===== config.mk =====
export PLATFORM = sky130hd
export DESIGN_NAME = pipe_hazard_unit
export DESIGN_NICKNAME = d
export VERILOG_FILES = /design/src/rtl/pipe_hazard_unit.sv
export SDC_FILE = /design/constraint.sdc
export NUM_CORES = 1
export LEC_CHECK = 0
export ABC_CLOCK_PERIOD_IN_PS = 1800
export CORE_MARGIN = 4
export CORE_UTILIZATION = 40
export DETAILED_ROUTE_END_ITERATION = 16
export HOLD_SLACK_MARGIN = 0.12
export PLACE_DENSITY = 0.76
export SLEW_MARGIN = 15
export SYNTH_ARGS = -nofsm -noshare
export SYNTH_HDL_FRONTEND = slang
export SYNTH_SLANG_ARGS = --single-unit

===== constraint.sdc =====
create_clock -name CLK -period 1.8 [get_ports CLK]
set_clock_uncertainty 0.15 [all_clocks]
set_input_delay 0.27 -clock CLK [delete_from_list [all_inputs] [get_ports CLK]]
set_output_delay 0.27 -clock CLK [all_outputs]
set_load 0.1 [all_outputs]

===== src/rtl/pipe_hazard_unit.sv =====
// pipe_hazard_unit
//   Hazard and forwarding controller for the pipelined CPU core. A scoreboard
//   tracks every in-flight instruction past ID (stage 1 = EX .. STAGES = WB).
//   For the instruction in ID it raises a load-use stall, flushes IF/ID on a
//   redirect, and registers the forwarding selects used by the EX operand muxes.
//
//   Optional feature: define HAZARD_STATS_EN to build the saturating
//   stall/flush statistics counters; otherwise both count ports read 0.
//
// Ports
//   CLK, RST          clock, asynchronous active-low reset
//   adv               pipeline advance enable
//   id_valid          ID holds a real instruction
//   id_src1/2         source register ids, id_src1/2_used: operand is read
//   id_dst, id_we     destination register id and write enable
//   id_is_load        result comes from memory
//   redirect          jump/taken branch; the ID instruction is wrong-path
//   stall             hold PC and IF/ID, bubble into EX
//   flush_ifid        replace IF/ID with a NOP on this advance
//   ex_fwd1/2_sel     EX operand source: 0 = ID read value, k = result of stage k
//   stall_cnt         advances taken while stalled
//   flush_cnt         advances taken while flushing
module pipe_hazard_unit #(
    parameter int STAGES     = 3,
    parameter int LOAD_STAGE = 2,
    parameter int REG_W      = 4,
    parameter int SEL_W      = $clog2(STAGES + 1)
) (
    input  logic             CLK,
    input  logic             RST,
    input  logic             adv,
    input  logic             id_valid,
    input  logic [REG_W-1:0] id_src1,
    input  logic [REG_W-1:0] id_src2,
    input  logic             id_src1_used,
    input  logic             id_src2_used,
    input  logic [REG_W-1:0] id_dst,
    input  logic             id_we,
    input  logic             id_is_load,
    input  logic             redirect,
    output logic             stall,
    output logic             flush_ifid,
    output logic [SEL_W-1:0] ex_fwd1_sel,
    output logic [SEL_W-1:0] ex_fwd2_sel,
    output logic [15:0]      stall_cnt,
    output logic [15:0]      flush_cnt
);

    localparam int unsigned NS = unsigned'(STAGES);
    localparam int unsigned LS = unsigned'(LOAD_STAGE);

    logic [STAGES:1] e_valid;
    logic [STAGES:1] e_we;
    logic [STAGES:1] e_load;
    logic [REG_W-1:0] e_dst [1:STAGES];

    logic [SEL_W-1:0] m1, m2;
    logic             lu1, lu2;
    logic [SEL_W-1:0] nxt_sel1, nxt_sel2;
    logic             bubble;

    // Scan from the oldest stage down to EX so the youngest matching
    // producer (smallest k) is the one that sticks.
    always_comb begin
        m1  = '0;
        m2  = '0;
        lu1 = 1'b0;
        lu2 = 1'b0;
        for (int unsigned k = NS; k > 0; k--) begin
            if (e_valid[k] && e_we[k] && id_src1_used && (e_dst[k] == id_src1)) begin
                m1  = SEL_W'(k);
                // Load data exists only past LOAD_STAGE; the consumer in EX
                // would see the load at stage k+1, so k+1 <= LOAD_STAGE is too early.
                lu1 = e_load[k] && (k < LS);
            end
            if (e_valid[k] && e_we[k] && id_src2_used && (e_dst[k] == id_src2)) begin
                m2  = SEL_W'(k);
                lu2 = e_load[k] && (k < LS);
            end
        end
    end

    // A producer in the last stage has already written the register file
    // (write-before-read), so the ID read value is current.
    always_comb begin
        nxt_sel1 = '0;
        nxt_sel2 = '0;
        if ((m1 != '0) && (m1 < SEL_W'(NS))) nxt_sel1 = m1 + SEL_W'(1);
        if ((m2 != '0) && (m2 < SEL_W'(NS))) nxt_sel2 = m2 + SEL_W'(1);
    end

    assign stall      = id_valid & (lu1 | lu2) & ~redirect;
    assign flush_ifid = redirect;
    assign bubble     = redirect | stall | ~id_valid;

    always_ff @(posedge CLK or negedge RST) begin
        if (!RST) begin
            e_valid     <= '0;
            e_we        <= '0;
            e_load      <= '0;
            for (int unsigned k = 1; k <= NS; k++) e_dst[k] <= '0;
            ex_fwd1_sel <= '0;
            ex_fwd2_sel <= '0;
        end else if (adv) begin
            for (int unsigned k = NS; k > 1; k--) begin
                e_valid[k] <= e_valid[k-1];
                e_we[k]    <= e_we[k-1];
                e_load[k]  <= e_load[k-1];
                e_dst[k]   <= e_dst[k-1];
            end
            if (bubble) begin
                e_valid[1]  <= 1'b0;
                e_we[1]     <= 1'b0;
                e_load[1]   <= 1'b0;
                e_dst[1]    <= '0;
                ex_fwd1_sel <= '0;
                ex_fwd2_sel <= '0;
            end else begin
                e_valid[1]  <= 1'b1;
                e_we[1]     <= id_we;
                e_load[1]   <= id_is_load;
                e_dst[1]    <= id_dst;
                ex_fwd1_sel <= nxt_sel1;
                ex_fwd2_sel <= nxt_sel2;
            end
        end
    end

`ifdef HAZARD_STATS_EN
    always_ff @(posedge CLK or negedge RST) begin
        if (!RST) begin
            stall_cnt <= '0;
            flush_cnt <= '0;
        end else if (adv) begin
            if (stall && (stall_cnt != '1)) stall_cnt <= stall_cnt + 16'd1;
            if (flush_ifid && (flush_cnt != '1)) flush_cnt <= flush_cnt + 16'd1;
        end
    end
`else
    assign stall_cnt = '0;
    assign flush_cnt = '0;
`endif

endmodule


# [Word-level counts from Yosys, hierarchy flattened]
# Cells that the tools add are included.
[op_classes] addsub=2 n_lt_le_gt_ge=2 n_eq_ne=6 n_mux=16 n_bitwise=7 reduce_logical=19
[op_table] operator="$eq 4x4->1" n=6
[op_table] operator="$mux 2" n=10
[op_table] operator="$logic_and 1x1->1" n=17
[op_table] operator="$mux 1" n=5
[op_table] operator="$add 2x1->2 const B" n=2
[op_table] operator="$lt 2x2->1 const B" n=2
[op_table] operator="$mux 4" n=1
[op_table] operator="$reduce_bool 2->1" n=2
[op_table] operator="$or 1x1->1" n=3
[op_table] operator="$and 1x1->1" n=2
[op_table] operator="$not 1->1" n=2
[word_totals] register_bits=23 input_bits=21

# [Logic depth before layout (Yosys ltp)]
# Gate-level depths: netlist of the first run.
[logic_depth] depth_word=10 ltp_mapped=7 ltp_nobuf=7

# [Worst setup path after synthesis of the first run]
# No wires, ideal clock.
[synth_timing] kind="reg2out" start="register e_dst[8] in the netlist's numbering" end="output port stall" t_arrival_ps=3049 t_required_ps=1380 slack_ps=-1669 stages_incl_launch_ff=5 path_cell_list="dfrtp_1 xor2_1 nor4_4 nor2_1 nor3_1"
[synth_between] elab_chain_len=6
[synth_lines] item="start: declaration" line="55" text="logic [REG_W-1:0] e_dst [1:STAGES];"
[synth_lines] item="start signal: indexed assignment" line="109" text="e_dst[k] <= e_dst[k-1];"
[synth_lines] item="$eq 4x4->1, on equally long branches" line="70, 76"
[synth_lines] item="$logic_and 1x1->1, on equally long branches" line="70, 76"
[synth_lines] item="$mux 1, on equally long branches" line="70, 76"
[synth_lines] item="$or 1x1->1 (*)" line="92" text="assign stall = id_valid & (lu1 | lu2) & ~redirect;"
[synth_lines] item="$and 1x1->1 (*) (2 in a row)" line="92"
[synth_lines] item="end: declaration" line="41" text="output logic stall,"
# Mark *: on every way between the ends. The rest lies on a longest branch, timed or not.

# [Final worst setup path of the first run]
# Ends and elaborated chain as after synthesis.

==> impl_metrics.json, run 1 <==
{
  "status": "finished, violations left",
  "violations": "setup timing",
  "cts_made_buffers": 3,
  "dr.pass1.iters": 4,
  "p_comb_frac": 0.378,
  "cts-root-buf": "clkbuf_8",
  "setup_viol": 12,
  "die_w_um": 71.60,
  "grt_pass1_vias": 1231,
  "power.switching_w": 0.0006530,
  "leakage_nw": 1.047,
  "setup_tns_ns": -2.032,
  "first_iter_violations": 25,
  "area_growth_pct": 42.07,
  "slew_viol_final": 0,
  "dp_hpwl_um": 2659,
  "rsz0062_at_grt": "yes",
  "ys_seq_area_frac": 0.3558,
  "fin_util": 0.6095,
  "viasPerCell": 4.714,
  "rows": 22,
  "drive_gt1_frac": 0.4314,
  "synth_area_um2": 1618,
  "path_class": "reg2out",
  "path_max_fanout": 4,
  "clk_path_buf_depth": 2,
  "clk_latency_ns": 0.28,
  "die_h_um": 71.60,
  "postSynthCellCount": 156,
  "final_common_cell": "conb_1",
  "place.gp.congestion": 0.8079,
  "route.detailed.drc": 0,
  "yosysUniqueCellTypes": 28,
  "clkPwrFrac": 0.224,
  "antenna_found_initial": 0,
  "cts_tree": "built",
  "n_fill_cell": 298,
  "yosys_warnings": 0,
  "fin_cells": 252,
  "most-common-layout-cells": "conb_1 (32), buf_4 (21), dfrtp_1 (17)",
  "dr_total_vias": 1188,
  "synth-seq-cells": 23,
  "min_period_ns": 2.183,
  "track_usage": 0.1489,
  "gr-total-overflow": 0,
  "wirelength_um": 3867,
  "crit_path_start_kind": "flip-flop",
  "dp_cells": 243,
  "power_frac_seq": 0.399,
  "p_total_w": 0.001514,
  "max_freq_mhz": 458.1,
  "hp-class": "in2async",
  "arrival_ns": 1.76,
  "setup_ws_ns": -0.3828,
  "finalCritPeriodShare": 1.213,
  "die_area_um2": 5126,
  "required_ns": 1.38,
  "grt_pass1_wl_um": 5899,
  "switching_share": 0.4313,
  "path_clk_slew_ns": 0.09,
  "num_antenna_cells": 0,
  "pin_count": 59,
  "core_um2": 3771,
  "final_antenna_net_count": 0,
  "hold_viol": 0,
  "avgSynthCellArea_um2": 10.37,
  "ctsHtreeMaxLevel": 1,
  "end_kind": "output pin",
  "routedWlPerCell_um": 15.35,
  "hold_ws_ns": 0.1978,
  "power_density_nw_per_um2": 658.7,
  "num-nets-final": 228,
  "start_util": 0.4290,
  "drv_cap": 0,
  "numClockSinks": 23,
  "port_buffers": 26,
  "max-vdd-ir-drop_uv": 415.6,
  "intPower_w": 0.0008610,
  "grt_max_degree": 24
}
-- state kept, by name (all words and copies together) (netlist names) --
signal / cells
ex_fwd2_sel: 2
e_valid: 3
ex_fwd1_sel: 2
e_load: 1
e_we: 3
e_dst: 12
-- area by class of cell --
class,count,area (um2),area share
repair buffers,51,531.8,0.2314
well taps,48,60.06,0.02613
clock buffers,3,41.29,0.01796
flip-flops and latches,23,583.1,0.2537
multi-input cells,115,1033,0.4496
inverters,11,41.29,0.01796
clock inverters,1,7.507,0.003266
-- stage by stage --
stage	setup WS, ns	cell area, um2
6_report	-0.3828	2298
5_1_grt	-0.4668	2298
4_1_cts	-0.4844	2203
3_5_place_dp	-0.6990	2013
3_3_place_gp	-0.6180	2013
2_1_floorplan	-0.4372	1745
-- what timing repair did --
action | CTS | global route
endpoints found under the setup margin | 12 | 12
pin swaps | 20 | 9
setup buffers | 5 | 1
gates resized for setup | 25 | 21
hold buffers | 0 | 0
endpoints found under the hold margin | 0 | 0
-- power by group through the flow --
stage / logic, W / registers [W] / clock network, W
2_1_floorplan: 0.000469 / 0.000594 / 0
3_3_place_gp: 0.000535 / 0.000603 / 0
3_5_place_dp: 0.000540 / 0.000605 / 0
4_1_cts: 0.000554 / 0.000596 / 0.000339
5_1_grt: 0.000596 / 0.000609 / 0.000371
6_report: 0.000572 / 0.000604 / 0.000339
-- metal layers --
layer / track usage / vias up / wire (um)
met5: 0 / - / 0
met4: 0.07098 / 0 / 87
met3: 0.02384 / 7 / 237
met2: 0.2582 / 55 / 2016
met1: 0.1786 / 576 / 1525
li1: - / 550 / -
-- cell families after synthesis --
kind of cell | count (synthesis) | synth area share
multiplexers | 12 | 0.08353
XOR/XNOR | 24 | 0.1299
AND/OR/NAND/NOR | 29 | 0.1090
flip-flops | 23 | 0.3558
other | 1 | 0.002318
adder cells (fa/ha/maj) | 2 | 0.01547
buffers and inverters | 49 | 0.1957
AO/OA/AOI/OAI | 16 | 0.1083
-- synthesized netlist by cell type --
cell type,instances,area (um2)
xnor2_1,4,35.03
dfrtp_1,23,575.6
buf_1,1,3.750
buf_6,1,11.26
a31oi_1,2,12.51
nand4_1,4,25.02
o21ba_1,1,10.01
conb_1,1,3.750
nor2_1,3,11.26
nor4_4,2,42.54
nor3_1,3,15.01
nand2_1,11,41.29
buf_4,33,247.7
o32ai_1,1,8.760
o22ai_2,8,100.1
nand3b_1,1,7.510
nand3_1,2,10.01
mux2_2,12,135.1
and3b_1,1,8.760
inv_1,11,41.29
a21oi_1,2,10.01
buf_2,1,5.000
or4_1,2,15.01
xor2_1,20,175.2
o22ai_1,1,6.260
ha_1,2,25.02
o32ai_4,1,27.53
clkbuf_1,2,7.510
-- worst max-delay path: stages (launching register included) --
cell,delay [ns]
dfrtp_2,0.46
xor2_1,0.20
nor4_4,0.35
nor2_2,0.08
nor3_4,0.20
buf_12,0.20
-- path summary, 6_finish.rpt --
path / endpoint / start / depth (start not counted) / slack (ns)
worst max-delay path: stall / e_dst[8] / 5 / -0.38
worst min-delay path: e_dst[4] / RST / 2 / 0.20
worst max register to register: ex_fwd2_sel[1] / e_dst[4] / 5 / -0.29
worst min register to register: e_load[1] / e_load[1] / 2 / 0.41
max in group asynchronous: e_dst[11] / RST / 2 / 1.04
min in group CLK: e_load[1] / id_is_load / 3 / 0.40
(Power assumes the default switching activity.)
==> inputs of run 2 (changes only) <==
Settings changed: CORE_MARGIN 4 to default, CORE_UTILIZATION 40 to 42, CTS_BUF_LIST from default to sky130_fd_sc_hd__clkbuf_8, PLACE_DENSITY 0.76 to 0.79.
==> impl_metrics.json, run 2 (synthesized netlist as in run 1, its figures left out) <==
{
  "fin_area_um2": 2158,
  "path_delay_family": "simple AND/OR/NAND/NOR gates",
  "area_growth_pct": 33.41,
  "numClockSinks": 23,
  "slew_viol_final": 0,
  "biggestRegsByFlops": "e_dst x12, e_valid x3, e_we x3",
  "grt_max_degree": 24,
  "finalCritPeriodShare": 1.225,
  "final_antenna_net_count": 0,
  "reg2reg_from": "e_dst[6]",
  "core_um2": 3689,
  "end_kind": "output pin",
  "ff2ff_path_depth": 5,
  "intPower_w": 0.0008416,
  "dp_hpwl_um": 2407,
  "hold_viol": 0,
  "leakage_nw": 0.9970,
  "power_frac_seq": 0.408,
  "grt_use_met2": 0.3045,
  "die_w_um": 64.07,
  "cts-root-buf": "clkbuf_8",
  "status": "finished, violations left",
  "clk_latency_ns": 0.26,
  "drv_cap": 0,
  "p_total_w": 0.001460,
  "first_iter_violations": 21,
  "r2r_setup_slack_ns": -0.30,
  "n_fill_cell": 311,
  "post-place-ws_ns": -0.6554,
  "required_ns": 1.38,
  "port_buffers": 26,
  "cts_tree": "built",
  "clkPwrFrac": 0.219,
  "power_density_nw_per_um2": 676.5,
  "routedWlPerCell_um": 13.62,
  "min_period_ns": 2.206,
  "top_usage_layer": "met2",
  "dr.pass1.iters": 4,
  "drive_gt1_frac": 0.3467,
  "track_usage": 0.1764,
  "grt_pass1_vias": 1132,
  "gr-total-overflow": 0,
  "num_antenna_cells": 0,
  "antenna_found_initial": 0,
  "setup_ws_ns": -0.4056,
  "largest_reg_flops": 12,
  "placed_area_um2": 1978,
  "die_h_um": 64.07,
  "path_clk_slew_ns": 0.08,
  "rows": 22,
  "rsz0062_at_grt": "yes",
  "max_freq_mhz": 453.4,
  "viasPerCell": 4.555,
  "slowest_delay_ns": 0.46,
  "ctsHtreeMaxLevel": 1,
  "final_common_cell": "conb_1",
  "slowest_stage": "dfrtp_2",
  "arrival_ns": 1.79,
  "pin_count": 59,
  "start_util": 0.4386,
  "max-vdd-ir-drop_uv": 373.5,
  "multi_input_area_um2": 953.4,
  "switching_share": 0.4236,
  "route.detailed.drc": 0,
  "register_area_um2": 579.3,
  "clk_path_buf_depth": 2,
  "setup_viol": 12,
  "cts_made_buffers": 3,
  "violations": "setup timing",
  "num-nets-final": 223,
  "met3_usage": 0.02857,
  "dr_total_vias": 1125,
  "cp_cell_sequence": "xor2_1 -> nor4_4 -> nor2_2 -> nor3_4 -> buf_12",
  "power.switching_w": 0.0006185,
  "p_comb_frac": 0.372,
  "regMostFlops": "e_dst",
  "place.gp.congestion": 0.8421,
  "path_class": "reg2out",
  "hp-class": "in2async",
  "die_area_um2": 4104,
  "crit_path_start_kind": "flip-flop",
  "r2r-end": "ex_fwd2_sel[1]",
  "use_met1": 0.2182,
  "most-common-layout-cells": "conb_1 (32), dfrtp_1 (20), xor2_1 (18)",
  "critPathBufInv": 1,
  "wirelength_um": 3364,
  "setup_tns_ns": -1.850,
  "path_max_fanout": 4,
  "grt_pass1_wl_um": 5520
}
-- run 2: cell types whose count changed in the layout (fill, tap and decap cells not counted), sizes merged --
cell           change
clkinvlp           -1
dlymetal6s2s       -1
buf                -5
inv                +1
clkdlybuf4s50      +1
-- run 2: worst max-delay path by stage --
stage                    start             end  slack, ns  depth (start not counted)
floorplan             e_dst[8]           stall      -0.44                          4
global placement    id_src1[0]  ex_fwd1_sel[1]      -0.59                          7
detailed placement  id_src1[0]  ex_fwd1_sel[1]      -0.66                          7
CTS                   e_dst[9]           stall      -0.45                          6
global route          e_dst[9]           stall      -0.48                          6
finish               e_dst[10]           stall      -0.41                          5
-- run 2: cell type report --
cell class	instances	share of cell area
clock buffer	3	0.01913
clock inverter	1	0.001739
inverter	11	0.01913
multi-input combinational	115	0.4417
sequential	23	0.2684
tap	48	0.02783
timing repair buffer	46	0.2220
-- run 2: per-stage QoR --
step,instances,util,hold slack [ns]
after floorplan,187,-,-0.1756
after global placement,240,0.5363,0.3689
after detailed placement,240,0.5363,0.3842
after CTS,247,0.5617,0.2154
after global routing,247,0.5851,0.2439
final,247,0.5851,0.2007
-- run 2: per-layer routing --
metal  vias up  share of wire
li1        539              -
met1       544           0.43
met2        40           0.52
met3         2          0.039
met4         0         0.0045
met5         -              0
-- run 2: timing repair --
action	in CTS	in global routing
pin swaps	21	9
hold buffers	0	0
gates cloned	0	0
buffers inserted	3	1
endpoints found under the setup margin	12	12
resized for setup	13	17
-- run 2: worst register-to-register path: stages (launching register included) --
cell,delay (ns)
dfrtp_1,0.43
xor2_1,0.16
or4_1,0.56
a31oi_1,0.20
ha_2,0.33
o32ai_4,0.20
-- run 2: power by group through the flow --
stage	logic [W]	registers (W)	clock network, W
6_report	0.000543	0.000596	0.000320
5_1_grt	0.000570	0.000603	0.000347
4_1_cts	0.000534	0.000593	0.000328
3_5_place_dp	0.000533	0.000603	0
3_3_place_gp	0.000528	0.000602	0
2_1_floorplan	0.000469	0.000594	0
